$ cat config.mk
export PLATFORM = sky130hd
export DESIGN_NAME = btb_predictor
export DESIGN_NICKNAME = d
export VERILOG_FILES = /design/src/rtl/btb_predictor.sv
export SDC_FILE = /design/constraint.sdc
export NUM_CORES = 1
export LEC_CHECK = 0
export ABC_AREA = 1
export CORE_ASPECT_RATIO = 0.6
export CORE_MARGIN = 2
export CORE_UTILIZATION = 40
export CTS_CLUSTER_SIZE = 24
export DETAILED_ROUTE_END_ITERATION = 6
export PLACE_DENSITY = 0.55
export SYNTH_ARGS = -nofsm -noshare
export SYNTH_HDL_FRONTEND = slang
export SYNTH_SLANG_ARGS = --single-unit
$ cat constraint.sdc
create_clock -name clk -period 3.4 [get_ports clk]
set_clock_uncertainty 0.05 [all_clocks]
set_input_delay 0.68 -clock clk [delete_from_list [all_inputs] [get_ports clk]]
set_output_delay 0.68 -clock clk [all_outputs]
set_load 0.05 [all_outputs]
$ cat src/rtl/btb_predictor.sv
// Direct-mapped BTB + 2-bit predictor; optional counters under BTB_STATS_EN.
// Latency: 1 cycle, lookup to pred_*. Backpressure: none; updates dropped while busy.
module btb_predictor #(
    parameter  int ENTRIES = 16,
    localparam int IDX_W   = $clog2(ENTRIES)
) (
    input  logic        clk,
    input  logic        resetn,
    input  logic        lk_valid,
    input  logic [31:0] lk_pc,
    input  logic        flush,
    output logic        pred_valid,
    output logic [31:0] pred_pc,
    output logic        pred_taken,
    output logic [31:0] pred_npc,
    input  logic        upd_valid,
    input  logic [31:0] upd_pc,
    input  logic [1:0]  upd_kind,
    input  logic        upd_taken,
    input  logic [31:0] upd_target,
    input  logic        inv_req,
`ifdef BTB_STATS_EN
    output logic [31:0] stat_lookups,
    output logic [31:0] stat_hits,
    output logic [31:0] stat_mispred,
`endif
    output logic        busy
);
    localparam int TAG_W = 30 - IDX_W;

    typedef enum logic [0:0] {S_IDLE, S_CLEAR} state_t;

    state_t             r_state, w_state_nxt;
    logic [IDX_W-1:0]   r_ptr, w_ptr_nxt;
    logic [ENTRIES-1:0] r_valid;
    logic [TAG_W-1:0]   r_tag    [ENTRIES];
    logic [29:0]        r_target [ENTRIES];
    logic [1:0]         r_kind   [ENTRIES];
    logic [1:0]         r_ctr    [ENTRIES];

    logic        r_pred_valid, r_pred_taken;
    logic [31:0] r_pred_pc, r_pred_npc;

    logic [IDX_W-1:0] w_lk_idx, w_up_idx;
    logic [TAG_W-1:0] w_lk_tag, w_up_tag;
    logic             w_lk_hit, w_up_hit, w_lk_taken, w_idle;
    logic [31:0]      w_lk_npc;
    logic             w_upd_en, w_write, w_clr;
    logic [1:0]       w_new_ctr;
    logic [29:0]      w_new_target;
    logic             w_unused;

    assign w_idle   = (r_state == S_IDLE);
    assign w_lk_idx = lk_pc[IDX_W+1:2];
    assign w_lk_tag = lk_pc[31:IDX_W+2];
    assign w_up_idx = upd_pc[IDX_W+1:2];
    assign w_up_tag = upd_pc[31:IDX_W+2];
    assign w_lk_hit = r_valid[w_lk_idx] && (r_tag[w_lk_idx] == w_lk_tag);
    assign w_up_hit = r_valid[w_up_idx] && (r_tag[w_up_idx] == w_up_tag);
    assign w_unused = ^{lk_pc[1:0], upd_pc[1:0], upd_target[1:0]};

    // Lookups during CLEAR still answer, but always as a miss.
    assign w_lk_taken = w_idle && w_lk_hit &&
                        ((r_kind[w_lk_idx] != 2'b01) || r_ctr[w_lk_idx][1]);
    assign w_lk_npc   = w_lk_taken ? {r_target[w_lk_idx], 2'b00} : lk_pc + 32'd4;

    // A same-cycle inv_req wins over the update.
    assign w_upd_en = upd_valid && w_idle && !inv_req;

    always_comb begin
        w_write      = 1'b0;
        w_clr        = 1'b0;
        w_new_ctr    = r_ctr[w_up_idx];
        w_new_target = r_target[w_up_idx];
        if (w_upd_en) begin
            case (upd_kind)
                2'b00: w_clr = w_up_hit;
                2'b01: begin
                    if (w_up_hit) begin
                        w_write = 1'b1;
                        if (upd_taken) begin
                            w_new_ctr    = (r_ctr[w_up_idx] == 2'b11) ? 2'b11 : r_ctr[w_up_idx] + 2'd1;
                            w_new_target = upd_target[31:2];
                        end else begin
                            w_new_ctr = (r_ctr[w_up_idx] == 2'b00) ? 2'b00 : r_ctr[w_up_idx] - 2'd1;
                        end
                    end else if (upd_taken) begin
                        w_write      = 1'b1;
                        w_new_ctr    = 2'b10;
                        w_new_target = upd_target[31:2];
                    end
                end
                default: begin
                    w_write      = 1'b1;
                    w_new_ctr    = 2'b11;
                    w_new_target = upd_target[31:2];
                end
            endcase
        end
    end

    always_comb begin
        w_state_nxt = r_state;
        w_ptr_nxt   = r_ptr;
        case (r_state)
            S_IDLE: begin
                if (inv_req) begin
                    w_state_nxt = S_CLEAR;
                    w_ptr_nxt   = '0;
                end
            end
            default: begin
                w_ptr_nxt = r_ptr + 1'b1;
                if (r_ptr == IDX_W'(ENTRIES - 1)) w_state_nxt = S_IDLE;
            end
        endcase
    end

    always_ff @(posedge clk or negedge resetn) begin
        if (!resetn) begin
            r_state <= S_IDLE;
            r_ptr   <= '0;
        end else begin
            r_state <= w_state_nxt;
            r_ptr   <= w_ptr_nxt;
        end
    end

    always_ff @(posedge clk or negedge resetn) begin
        if (!resetn) begin
            r_valid <= '0;
        end else if (!w_idle) begin
            r_valid[r_ptr] <= 1'b0;
        end else if (w_clr) begin
            r_valid[w_up_idx] <= 1'b0;
        end else if (w_write) begin
            r_valid[w_up_idx] <= 1'b1;
        end
    end

    // Entry payload needs no reset: it is only observed through a set valid bit.
    always_ff @(posedge clk) begin
        if (w_write) begin
            r_tag[w_up_idx]    <= w_up_tag;
            r_target[w_up_idx] <= w_new_target;
            r_kind[w_up_idx]   <= upd_kind;
            r_ctr[w_up_idx]    <= w_new_ctr;
        end
    end

    always_ff @(posedge clk or negedge resetn) begin
        if (!resetn) begin
            r_pred_valid <= 1'b0;
            r_pred_taken <= 1'b0;
            r_pred_pc    <= '0;
            r_pred_npc   <= '0;
        end else begin
            r_pred_valid <= lk_valid && !flush;
            if (lk_valid) begin
                r_pred_taken <= w_lk_taken;
                r_pred_pc    <= lk_pc;
                r_pred_npc   <= w_lk_npc;
            end
        end
    end

    assign pred_valid = r_pred_valid;
    assign pred_taken = r_pred_taken;
    assign pred_pc    = r_pred_pc;
    assign pred_npc   = r_pred_npc;
    assign busy       = !w_idle;

`ifdef BTB_STATS_EN
    logic [31:0] r_stat_lookups, r_stat_hits, r_stat_mispred;
    logic        w_up_pred_taken, w_res_taken;
    logic [31:0] w_up_pred_npc, w_res_npc;

    // Kind 00 resolves as fall-through; jumps resolve taken regardless of upd_taken.
    assign w_up_pred_taken = w_up_hit && ((r_kind[w_up_idx] != 2'b01) || r_ctr[w_up_idx][1]);
    assign w_up_pred_npc   = w_up_pred_taken ? {r_target[w_up_idx], 2'b00} : upd_pc + 32'd4;
    assign w_res_taken     = upd_kind[1] || ((upd_kind == 2'b01) && upd_taken);
    assign w_res_npc       = w_res_taken ? {upd_target[31:2], 2'b00} : upd_pc + 32'd4;

    always_ff @(posedge clk or negedge resetn) begin
        if (!resetn) begin
            r_stat_lookups <= '0;
            r_stat_hits    <= '0;
            r_stat_mispred <= '0;
        end else if (w_idle) begin
            if (lk_valid) r_stat_lookups <= r_stat_lookups + 32'd1;
            if (lk_valid && w_lk_hit) r_stat_hits <= r_stat_hits + 32'd1;
            if (w_upd_en && (w_res_npc != w_up_pred_npc)) r_stat_mispred <= r_stat_mispred + 32'd1;
        end
    end

    assign stat_lookups = r_stat_lookups;
    assign stat_hits    = r_stat_hits;
    assign stat_mispred = r_stat_mispred;
`endif
endmodule
==> metrics.cfg <==
[status]
outcome = complete, but fails checks
violations = design-rule violations

[cts]
tritoncts = done
clock_sinks = 1047
cts_made_buffers = 100
clk_latency_ps = 740
htreeDepth = 3
clockBufferDepth = 3
path_clk_slew_ps = 60
root_buffer = clkbuf_16

[critical_path]
cp.arrival_ps = 3670
path_class = input pin to flip-flop
slowest_stage = buf_4
critical_path.endpoint_type = flip-flop
cp_cell_sequence = buf_2 > inv_4 > nand2_1 > inv_2 > buf_4 > nand2_1 > nand3_1 > nand2_1 > nand2_1 > o21ai_0 > nand2_1 > nand2_1 > nor2_2 > nand2_1 > nor2_1 > nand3_1 > nand3_2 > nand3_4 > buf_4 > nor2_4 > buf_4 > buf_12
path_max_fanout = 12
startpoint_type = input pin
slowest_delay_ps = 310
crit_required_ps = 3770
cp_top_family = simple AND/OR/NAND/NOR gates
path_buf_inv = 7
crit_top_cell = nand2_1

[synthesis]
ys_seq_elements = 1047
syn_area_um2 = 47400
synth_cell_type_count = 42
synthMuxAreaShare_pct = 0
synth_fa_ha_area_share_pct = 0.132
synth.avg_cell_area_um2 = 10.1
synth_simple_gate_area_share_pct = 17.6
synth_warnings = 0
synthCells = 4683
synth_top_family_by_area = simple AND/OR/NAND/NOR gates
syn_nets = 4793
seq_area_frac_synth_pct = 65.5
synth-xor-area-share_pct = 0.832
synth_compound_area_share_pct = 11.8

[routing]
via_per_inst = 5.60
ant_nets = 0
wl_per_cell_um = 25.5
first_pass_iters = 7
detail_route.iter0.violations = 5614
vias = 37969
drc = 2
finalWirelength_mm = 173

[floorplanning]
dieWidth_um = 448
start_util_pct = 40.4
dieHeight_um = 271
pin_count = 172
dieArea_um2 = 121000
fp.coreArea_um2 = 117000
num_rows = 97

[global_routing]
overflow = 0
grt_pass1_vias = 35306
grt_max_degree = 90
grt_pass1_wl_mm = 249
antenna_found_initial = 4
grt_use_total_pct = 28.3

[timing]
worst_hold_slack_ps = 420
fin_crit_ps = 3310
post-route-period-util_pct = 97.3
max-slew-margin-rel_pct = 38.4
max_freq_mhz = 302
hold_violations = 0
finalSetupViolations = 0
worstMarginPinSlew_ps = 924
drv_slew = 0

[layout]
post-route-util_pct = 49.6
design_area_um2 = 58100
nets = 5217
drive_above_1_share_pct = 12.9
final_common_cell = nand2_1
layout_common_cells = 1208 x nand2_1, 960 x edfxtp_1, 610 x nor2_1, 610 x o21ai_0, 350 x buf_4
area.growth.synth_to_final_pct = 22.6

[placed_design]
portBuffers = 167
place_area_um2 = 54700
hpwl_mm = 116
gp_congestion = 0.972

[power]
max-vdd-ir-drop_mv = 0.388
report.power.total_mw = 29.8
power_density_nw_per_um2 = 513
leakagePower_nw = 21.8

[run]
max_cap_violations = 0

[hold_path]
min_path_type = flip-flop to flip-flop

state kept, by name (all words and copies together) (netlist names), named ones only:
register    count
busy            1
pred_npc       32
pred_pc        32
pred_taken      1
pred_valid      1
r_ctr          32
r_kind         32
r_ptr           4
r_tag         416
r_target      480
where the power goes:
| group | total (mW) | leakage [nW] | internal [mW] | switching (mW) |
|---|---|---|---|---|
| Combinational | 3.94 | 10.5 | 1.30 | 2.64 |
| Sequential | 14.5 | 9.71 | 14.3 | 0.202 |
| Clock | 11.4 | 1.57 | 6.28 | 5.13 |
worst paths after layout:
kind	slack, ps	to	startpoint	depth (start not counted)
min in group asynchronous	430	pred_npc[4]$_DFFE_PN0P_	resetn	2
max	90	r_kind[7][0]$_DFFE_PP_	upd_pc[3]	22
min reg2reg	420	pred_pc[0]$_DFFE_PN0P_	pred_pc[0]$_DFFE_PN0P_	2
max reg2reg	210	r_ctr[7][1]$_DFFE_PP_	r_tag[4][21]$_DFFE_PP_	17
min	420	pred_pc[0]$_DFFE_PN0P_	pred_pc[0]$_DFFE_PN0P_	2
max in group asynchronous	2180	pred_pc[23]$_DFFE_PN0P_	resetn	3
layout make-up:
cell class / instances / area [um^2]
antenna: 1 / 2.50
clock buffer: 136 / 2700
clock inverter: 50 / 537
fill: 10614 / 59100
inverter: 195 / 756
multi-input combinational: 3142 / 14700
sequential: 1047 / 31000
tap: 1584 / 1980
timing repair buffer: 621 / 6380
through the flow:
| step | TNS, ps | std cells | setup slack (ps) |
|---|---|---|---|
| floorplan | 0 | 4683 | 0.0406 |
| global placement | -357110 | 6585 | -739 |
| detailed placement | -353750 | 6585 | -739 |
| CTS | 0 | 6772 | 25.4 |
| global route | -115 | 6776 | -16.5 |
| finish | 0 | 6776 | 93.2 |
synthesized netlist by cell type:
cell type  count  area [um^2]
o221ai_1     100          876
clkbuf_1     199          747
nor3_2         1         10.0
inv_1        184          691
a221o_1        2         20.0
inv_2          6         22.5
ha_1           5         62.6
o21ai_1       29          145
nor2_2         4         25.0
clkinv_1       5         18.8
buf_2         71          355
nand3b_1       3         22.5
edfxtp_1     960        28800
nand2_2        1         6.26
nand4_1       34          213
o22ai_1       73          457
o311ai_0       3         26.3
and2_0         1         6.26
buf_1         20         75.1
o211ai_1      54          405
a31oi_1       27          169
nor4_1         1         6.26
xor2_1        42          368
xnor2_1        3         26.3
o2111a_1       1         11.3
o21a_1         1         7.51
or2_2          1         6.26
o21bai_1       1         7.51
nor3_1        22          110
o21ai_0      611         3060
nand3_1      182          911
a21oi_1       63          315
nand2_1     1211         4550
nand3_2        2         20.0
o31ai_1        1         7.51
nor2_1       650         2440
buf_4          9         67.6
a211oi_1       2         15.0
dfrtp_1       87         2180
or4_1          1         7.51
and2_1         2         12.5
a22oi_1        8         60.1
cell families after synthesis:
logic type | Yosys count
AOI/OAI and AO/OA | 976
and+or+nand+nor | 2116
xor gates and xnor gates | 45
buffers and inverters | 494
DFF | 1047
adders and majority gates | 5
layer usage:
metal	GRT usage, %	vias to the layer above	wire length (um)
li1	-	17216	-
met1	44.7	18489	79700
met2	38.2	2031	69200
met3	6.82	231	19700
met4	7.22	2	4410
met5	0	-	7
timing repair:
action / 4_1_cts / 5_1_grt
hold buffers: 1 / 0
setup endpoints to repair: 0 / 531
gates resized for setup: 0 / 15
hold endpoints to repair: 29 / 0
buffers inserted: 0 / 2
worst register-to-register path, delay by kind of cell, from the launching register on:
family	cells	cell delay, ps
DFF	1	440
AOI/OAI and AO/OA	2	410
and+or+nand+nor	13	1710
buffers and inverters	2	330
No activity file was read; power rests on OpenSTA's default activity.
